===== src/rtl/acc_alu_seq.sv =====
// Registered accumulator ALU with carry/zero/sign/overflow flags.
// Shifts step one bit per cycle and MUL is a W-step shift-add, both behind busy/done.
module acc_alu_seq #(
  parameter int W = 8
) (
  input  logic         clk,
  input  logic         reset_n,
  input  logic         start,
  input  logic [3:0]   op,
  input  logic [W-1:0] in_a,
  output logic [W-1:0] acc,
  output logic         c,
  output logic         z,
  output logic         neg,
  output logic         v,
  output logic         busy,
  output logic         done
);

  localparam int CW = $clog2(W + 1);
  localparam logic [W-1:0]  W_A = W'(W);
  localparam logic [CW-1:0] W_C = CW'(W);

  localparam logic [3:0] OP_ADD = 4'h1, OP_ADC = 4'h2, OP_SUB = 4'h3, OP_SBC = 4'h4;
  localparam logic [3:0] OP_AND = 4'h5, OP_OR  = 4'h6, OP_XOR = 4'h7, OP_NOT = 4'h8;
  localparam logic [3:0] OP_LDI = 4'h9, OP_CLR = 4'hA, OP_SHL = 4'hB, OP_SHR = 4'hC;
  localparam logic [3:0] OP_ASR = 4'hD, OP_MUL = 4'hE;

  typedef enum logic [1:0] {IDLE, SHIFT, MUL} state_t;

  state_t        state_q;
  logic [W-1:0]  acc_q, work_q, mcand_q, mhi_q, mlo_q;
  logic          c_q, v_q, done_q;
  logic [CW-1:0] cnt_q;
  logic [1:0]    sop_q;

  // Returns {overflow, carry, sum} of a + b + cin.
  function automatic logic [W+1:0] add_ovf(input logic [W-1:0] a, input logic [W-1:0] b,
                                           input logic cin);
    logic [W:0] s;
    s = {1'b0, a} + {1'b0, b} + {{W{1'b0}}, cin};
    return {(a[W-1] == b[W-1]) && (s[W-1] != a[W-1]), s};
  endfunction

  // One-bit shift; sop is op[1:0]: 11 SHL, 00 SHR, 01 ASR. Returns {bit_out, result}.
  function automatic logic [W:0] shift1(input logic [1:0] sop, input logic [W-1:0] x);
    case (sop)
      2'b11:   return {x[W-1], x[W-2:0], 1'b0};
      2'b00:   return {x[0], 1'b0, x[W-1:1]};
      default: return {x[0], x[W-1], x[W-1:1]};
    endcase
  endfunction

  logic [CW-1:0] k;
  logic          is_shift, multi_start;
  logic          sh_out;
  logic [W-1:0]  sh_next;
  logic [W:0]    mul_sum;
  logic [W-1:0]  mhi_n, mlo_n;

  always_comb begin
    k           = (in_a >= W_A) ? W_C : in_a[CW-1:0];
    is_shift    = (op == OP_SHL) || (op == OP_SHR) || (op == OP_ASR);
    multi_start = (is_shift && (k != '0)) || (op == OP_MUL);
    {sh_out, sh_next} = shift1(sop_q, work_q);
    mul_sum     = {1'b0, mhi_q} + (mlo_q[0] ? {1'b0, mcand_q} : '0);
    mhi_n       = mul_sum[W:1];
    mlo_n       = {mul_sum[0], mlo_q[W-1:1]};
  end

  always_ff @(posedge clk or negedge reset_n) begin
    if (!reset_n) begin
      state_q <= IDLE;
      acc_q   <= '0;
      c_q     <= 1'b0;
      v_q     <= 1'b0;
      done_q  <= 1'b0;
      cnt_q   <= '0;
      sop_q   <= '0;
      work_q  <= '0;
      mcand_q <= '0;
      mhi_q   <= '0;
      mlo_q   <= '0;
    end else begin
      done_q <= 1'b0;
      case (state_q)
        IDLE: if (start) begin
          done_q <= !multi_start;
          case (op)
            OP_ADD: {v_q, c_q, acc_q} <= add_ovf(acc_q, in_a, 1'b0);
            OP_ADC: {v_q, c_q, acc_q} <= add_ovf(acc_q, in_a, c_q);
            OP_SUB: {v_q, c_q, acc_q} <= add_ovf(acc_q, ~in_a, 1'b1);
            OP_SBC: {v_q, c_q, acc_q} <= add_ovf(acc_q, ~in_a, c_q);
            OP_AND: begin acc_q <= acc_q & in_a; v_q <= 1'b0; end
            OP_OR:  begin acc_q <= acc_q | in_a; v_q <= 1'b0; end
            OP_XOR: begin acc_q <= acc_q ^ in_a; v_q <= 1'b0; end
            OP_NOT: begin acc_q <= ~acc_q;       v_q <= 1'b0; end
            OP_LDI: begin acc_q <= in_a;         v_q <= 1'b0; end
            OP_CLR: begin acc_q <= '0; c_q <= 1'b0; v_q <= 1'b0; end
            OP_SHL, OP_SHR, OP_ASR: if (k != '0) begin
              state_q <= SHIFT;
              work_q  <= acc_q;
              cnt_q   <= k;
              sop_q   <= op[1:0];
            end
            OP_MUL: begin
              state_q <= MUL;
              mcand_q <= acc_q;
              mlo_q   <= in_a;
              mhi_q   <= '0;
              cnt_q   <= W_C;
            end
            default: ;
          endcase
        end
        // Working register shifts each cycle; acc only commits on the last step.
        SHIFT: begin
          work_q <= sh_next;
          cnt_q  <= cnt_q - 1'b1;
          if (cnt_q == CW'(1)) begin
            acc_q   <= sh_next;
            c_q     <= sh_out;
            v_q     <= 1'b0;
            done_q  <= 1'b1;
            state_q <= IDLE;
          end
        end
        MUL: begin
          mhi_q <= mhi_n;
          mlo_q <= mlo_n;
          cnt_q <= cnt_q - 1'b1;
          if (cnt_q == CW'(1)) begin
            acc_q   <= mlo_n;
            c_q     <= |mhi_n;
            v_q     <= 1'b0;
            done_q  <= 1'b1;
            state_q <= IDLE;
          end
        end
        default: state_q <= IDLE;
      endcase
    end
  end

  assign acc  = acc_q;
  assign c    = c_q;
  assign v    = v_q;
  assign z    = (acc_q == '0);
  assign neg  = acc_q[W-1];
  assign busy = (state_q != IDLE);
  assign done = done_q;

endmodule


===== config.mk =====
export PLATFORM = sky130hd
export DESIGN_NAME = acc_alu_seq
export DESIGN_NICKNAME = d
export VERILOG_FILES = /design/src/rtl/acc_alu_seq.sv
export SDC_FILE = /design/constraint.sdc
export NUM_CORES = 1
export LEC_CHECK = 0
export CORE_UTILIZATION = 25
export DETAILED_ROUTE_END_ITERATION = 8
export HOLD_SLACK_MARGIN = 0.12
export PLACE_DENSITY_LB_ADDON = 0.15
export RECOVER_POWER = 50
export SLEW_MARGIN = 20
export SYNTH_ARGS = -nofsm -noshare
export SYNTH_HDL_FRONTEND = slang
export SYNTH_SLANG_ARGS = --single-unit

===== constraint.sdc =====
create_clock -name clk -period 6.7 [get_ports clk]
set_input_delay 0.67 -clock clk [delete_from_list [all_inputs] [get_ports clk]]
set_output_delay 0.67 -clock clk [all_outputs]
set_load 0.01 [all_outputs]

==> qor.csv <==
metric,value,unit
# resized after CTS,0,
vias per cell,5.35,
GPL Wtd Cong,0.854,
IO buf count,28,
global-route wire length before repair,29500,um
grt ovf,0,
"Req. time, crit path",6.89,ns
clock tree buffer depth,2,
DR vias,5044,
"Hold-fix buffers, CTS",0,
clock root buffer,clkbuf_16,
Synth area leaders,"dfrtp_1 24%, ha_1 11%, nand2_1 4.7%",
DIE HEIGHT,148,um
final setup margin,2.83,ns
post-synth cell types,78,
die width,148,um
worst-margin pin slew,3.16,ns
max_cap viols,1,
"Setup violations, final",0,
Num Clock Sinks,51,
Initial Util,25.5,%
Core ar.,21000,sq um
"Reg clk slew, reported paths",0.07,ns
Post CTS Setup Buffer Count,0,
GRT Total Usage,17.7,%
Crit. End Element,flop,
CP startpoint kind,input pin,
synth warn,0,
initial antenna violation count,0,
Worst Hold Class,reg -> reg,
First-pass DRT Iterations,5,
slew margin rel.,-110,%
syn nets,725,
Slew Limit Fails,52,
DP HPWL,14900,um
Gate Count Post-Synth,662,
fmax,258,MHz
Final #Nets,730,
site row count,53,
power density over the cells,445,nW/um^2
DIE AREA,21900,sq um
CTS tree,done,
DR iter-0 viols,409,
routed wire length,19100,um
Tmin final,3.87,ns
"Async S/R FF share, synth",100,%
sequential-to-total area share from yosys stat,23.9,%
Worst Path Arrival,4.07,ns
Inserted Clock Buffers,5,
leakage power total,2.43,nW
vias in the first global route,4873,
Layout area overhead,11.8,%
Antenna Cells,0,
proportion of layout cells with a drive suffix above 1,8.40,%
syn avg cell area,8.06,sq um
dominant cell type by area after synthesis,dfrtp_1,
Final Skew,0.0117,ns
Post-synth EDFFs,0,
IO Pins,29,
Final ANT Viol Nets,0,
"commonest cells after routing, fill and taps aside","67 x nand2_1, 51 x dfrtp_1, 50 x nor2_1, 48 x inv_1, 45 x ha_1",
status,"finished, violations left",
"Max FO, Critical Path",8,
Mapped Area,5340,sq um
Hold Fails Final Rpt,0,
largest net degree at the start of global routing,52,
DR WL/cell,20.3,um
Most used DFF post-synth,dfrtp_1,
Residual DRC,0,
synthesized flop and latch total,51,
unrepaired setup endpoints after global routing,false,
"worst slack, placed",2.49,ns
"most common cell after layout, fill and taps aside",nand2_1,
H-Tree Depth,2,
final period utilization,57.8,%
share of the synthesized area in the top cell type,23.9,%
Worst VDD drop,121,uV
Worst-Skew Late Latency,0.31,ns
kind of critical path,in -> reg,
violated checks,"capacitance limit, slew limit",
post-layout util,28.5,%
setup TNS,0,ns
==> layer usage <==
metal | vias up | part of all wire [%] | GRT usage [%]
met5 | - | 0 | 0
met4 | 0 | 2.8 | 6.34
met3 | 27 | 5.0 | 2.48
met2 | 164 | 45 | 27.3
met1 | 2461 | 47 | 25.1
li1 | 2392 | - | -
==> flip-flops by register name (all words and copies together) (netlist names) <==
signal   flops
mlo_q        8
sop_q        2
work_q       8
state_q      2
cnt_q        4
mcand_q      8
v            1
c            1
done         1
mhi_q        8
acc          8
==> metrics by stage <==
| step | power [mW] | hold slack, ns | area [sq um] | std cells |
|---|---|---|---|---|
| 2_1_floorplan | 1.82 | 0.374 | 5340 | 662 |
| 3_3_place_gp | 2.34 | 0.483 | 5800 | 935 |
| 3_5_place_dp | 2.34 | 0.487 | 5800 | 935 |
| 4_1_cts | 2.66 | 0.504 | 5960 | 942 |
| 5_1_grt | 2.86 | 0.526 | 5970 | 942 |
| 6_report | 2.66 | 0.503 | 5970 | 942 |
==> synth_stat cells (all sizes together) (9+ instances only) <==
| library cell | count |
|---|---|
| a21oi | 40 |
| a31oi | 18 |
| and2 | 12 |
| buf | 10 |
| clkbuf | 24 |
| dfrtp | 51 |
| ha | 45 |
| inv | 50 |
| mux2 | 17 |
| mux2i | 9 |
| nand2 | 67 |
| nand3 | 19 |
| nor2 | 51 |
| nor2b | 9 |
| nor3 | 24 |
| o211ai | 9 |
| o21ai | 40 |
| xnor2 | 24 |
==> final timing paths <==
| check | start | to | slack (ns) | cells after the start |
|---|---|---|---|---|
| max in group asynchronous | reset_n | acc[0]$_DFFE_PN0P_ | 3.41 | 2 |
| hold reg to reg | mcand_q[0]$_DFFE_PN0P_ | mcand_q[0]$_DFFE_PN0P_ | 0.50 | 1 |
| hold / removal | mcand_q[0]$_DFFE_PN0P_ | mcand_q[0]$_DFFE_PN0P_ | 0.50 | 1 |
| setup reg to reg | acc[7]$_DFFE_PN0P_ | acc[7]$_DFFE_PN0P_ | 3.20 | 9 |
| min in group asynchronous | reset_n | acc[7]$_DFFE_PN0P_ | 1.49 | 2 |
| setup / recovery | in_a[0] | acc[6]$_DFFE_PN0P_ | 2.83 | 12 |
==> final cells by class <==
cell class | count | area (sq um)
Fill cell | 2339 | 15000
Multi-Input combinational cell | 525 | 3690
Sequential cell | 51 | 1280
Tap cell | 275 | 344
Timing Repair Buffer | 32 | 302
Inverter | 52 | 195
Clock buffer | 5 | 125
Clock inverter | 2 | 37.5
==> logic make-up (layout without fill, tap and decap cells) <==
family / after synthesis / count (layout) / share of synthesized area, %
fa+ha+maj: 48 / 48 / 11.7
mux: 26 / 26 / 5.28
buf+inv: 86 / 91 / 7.13
compound gates: 196 / 196 / 25.2
flops: 51 / 51 / 23.9
simple gates: 223 / 223 / 20.5
xor+xnor: 32 / 32 / 6.24
==> report_power, final <==
part | switching (mW) | internal [mW] | total [mW] | leakage [nW]
registers | 0.154 | 0.432 | 0.586 | 0.645
logic | 1.08 | 0.679 | 1.76 | 1.71
clock network | 0.134 | 0.175 | 0.309 | 0.0759
==> critical path: stages <==
cell	delay, ns
clkdlybuf4s50_1	0.58
inv_1	0.12
ha_1	0.24
fa_1	0.43
nor2b_2	0.21
o21ai_0	0.26
o211ai_1	0.15
xor2_1	0.63
o21ai_0	0.19
a31oi_1	0.27
o211ai_1	0.12
a22o_1	0.19
No activity file was read; power rests on OpenSTA's default activity.
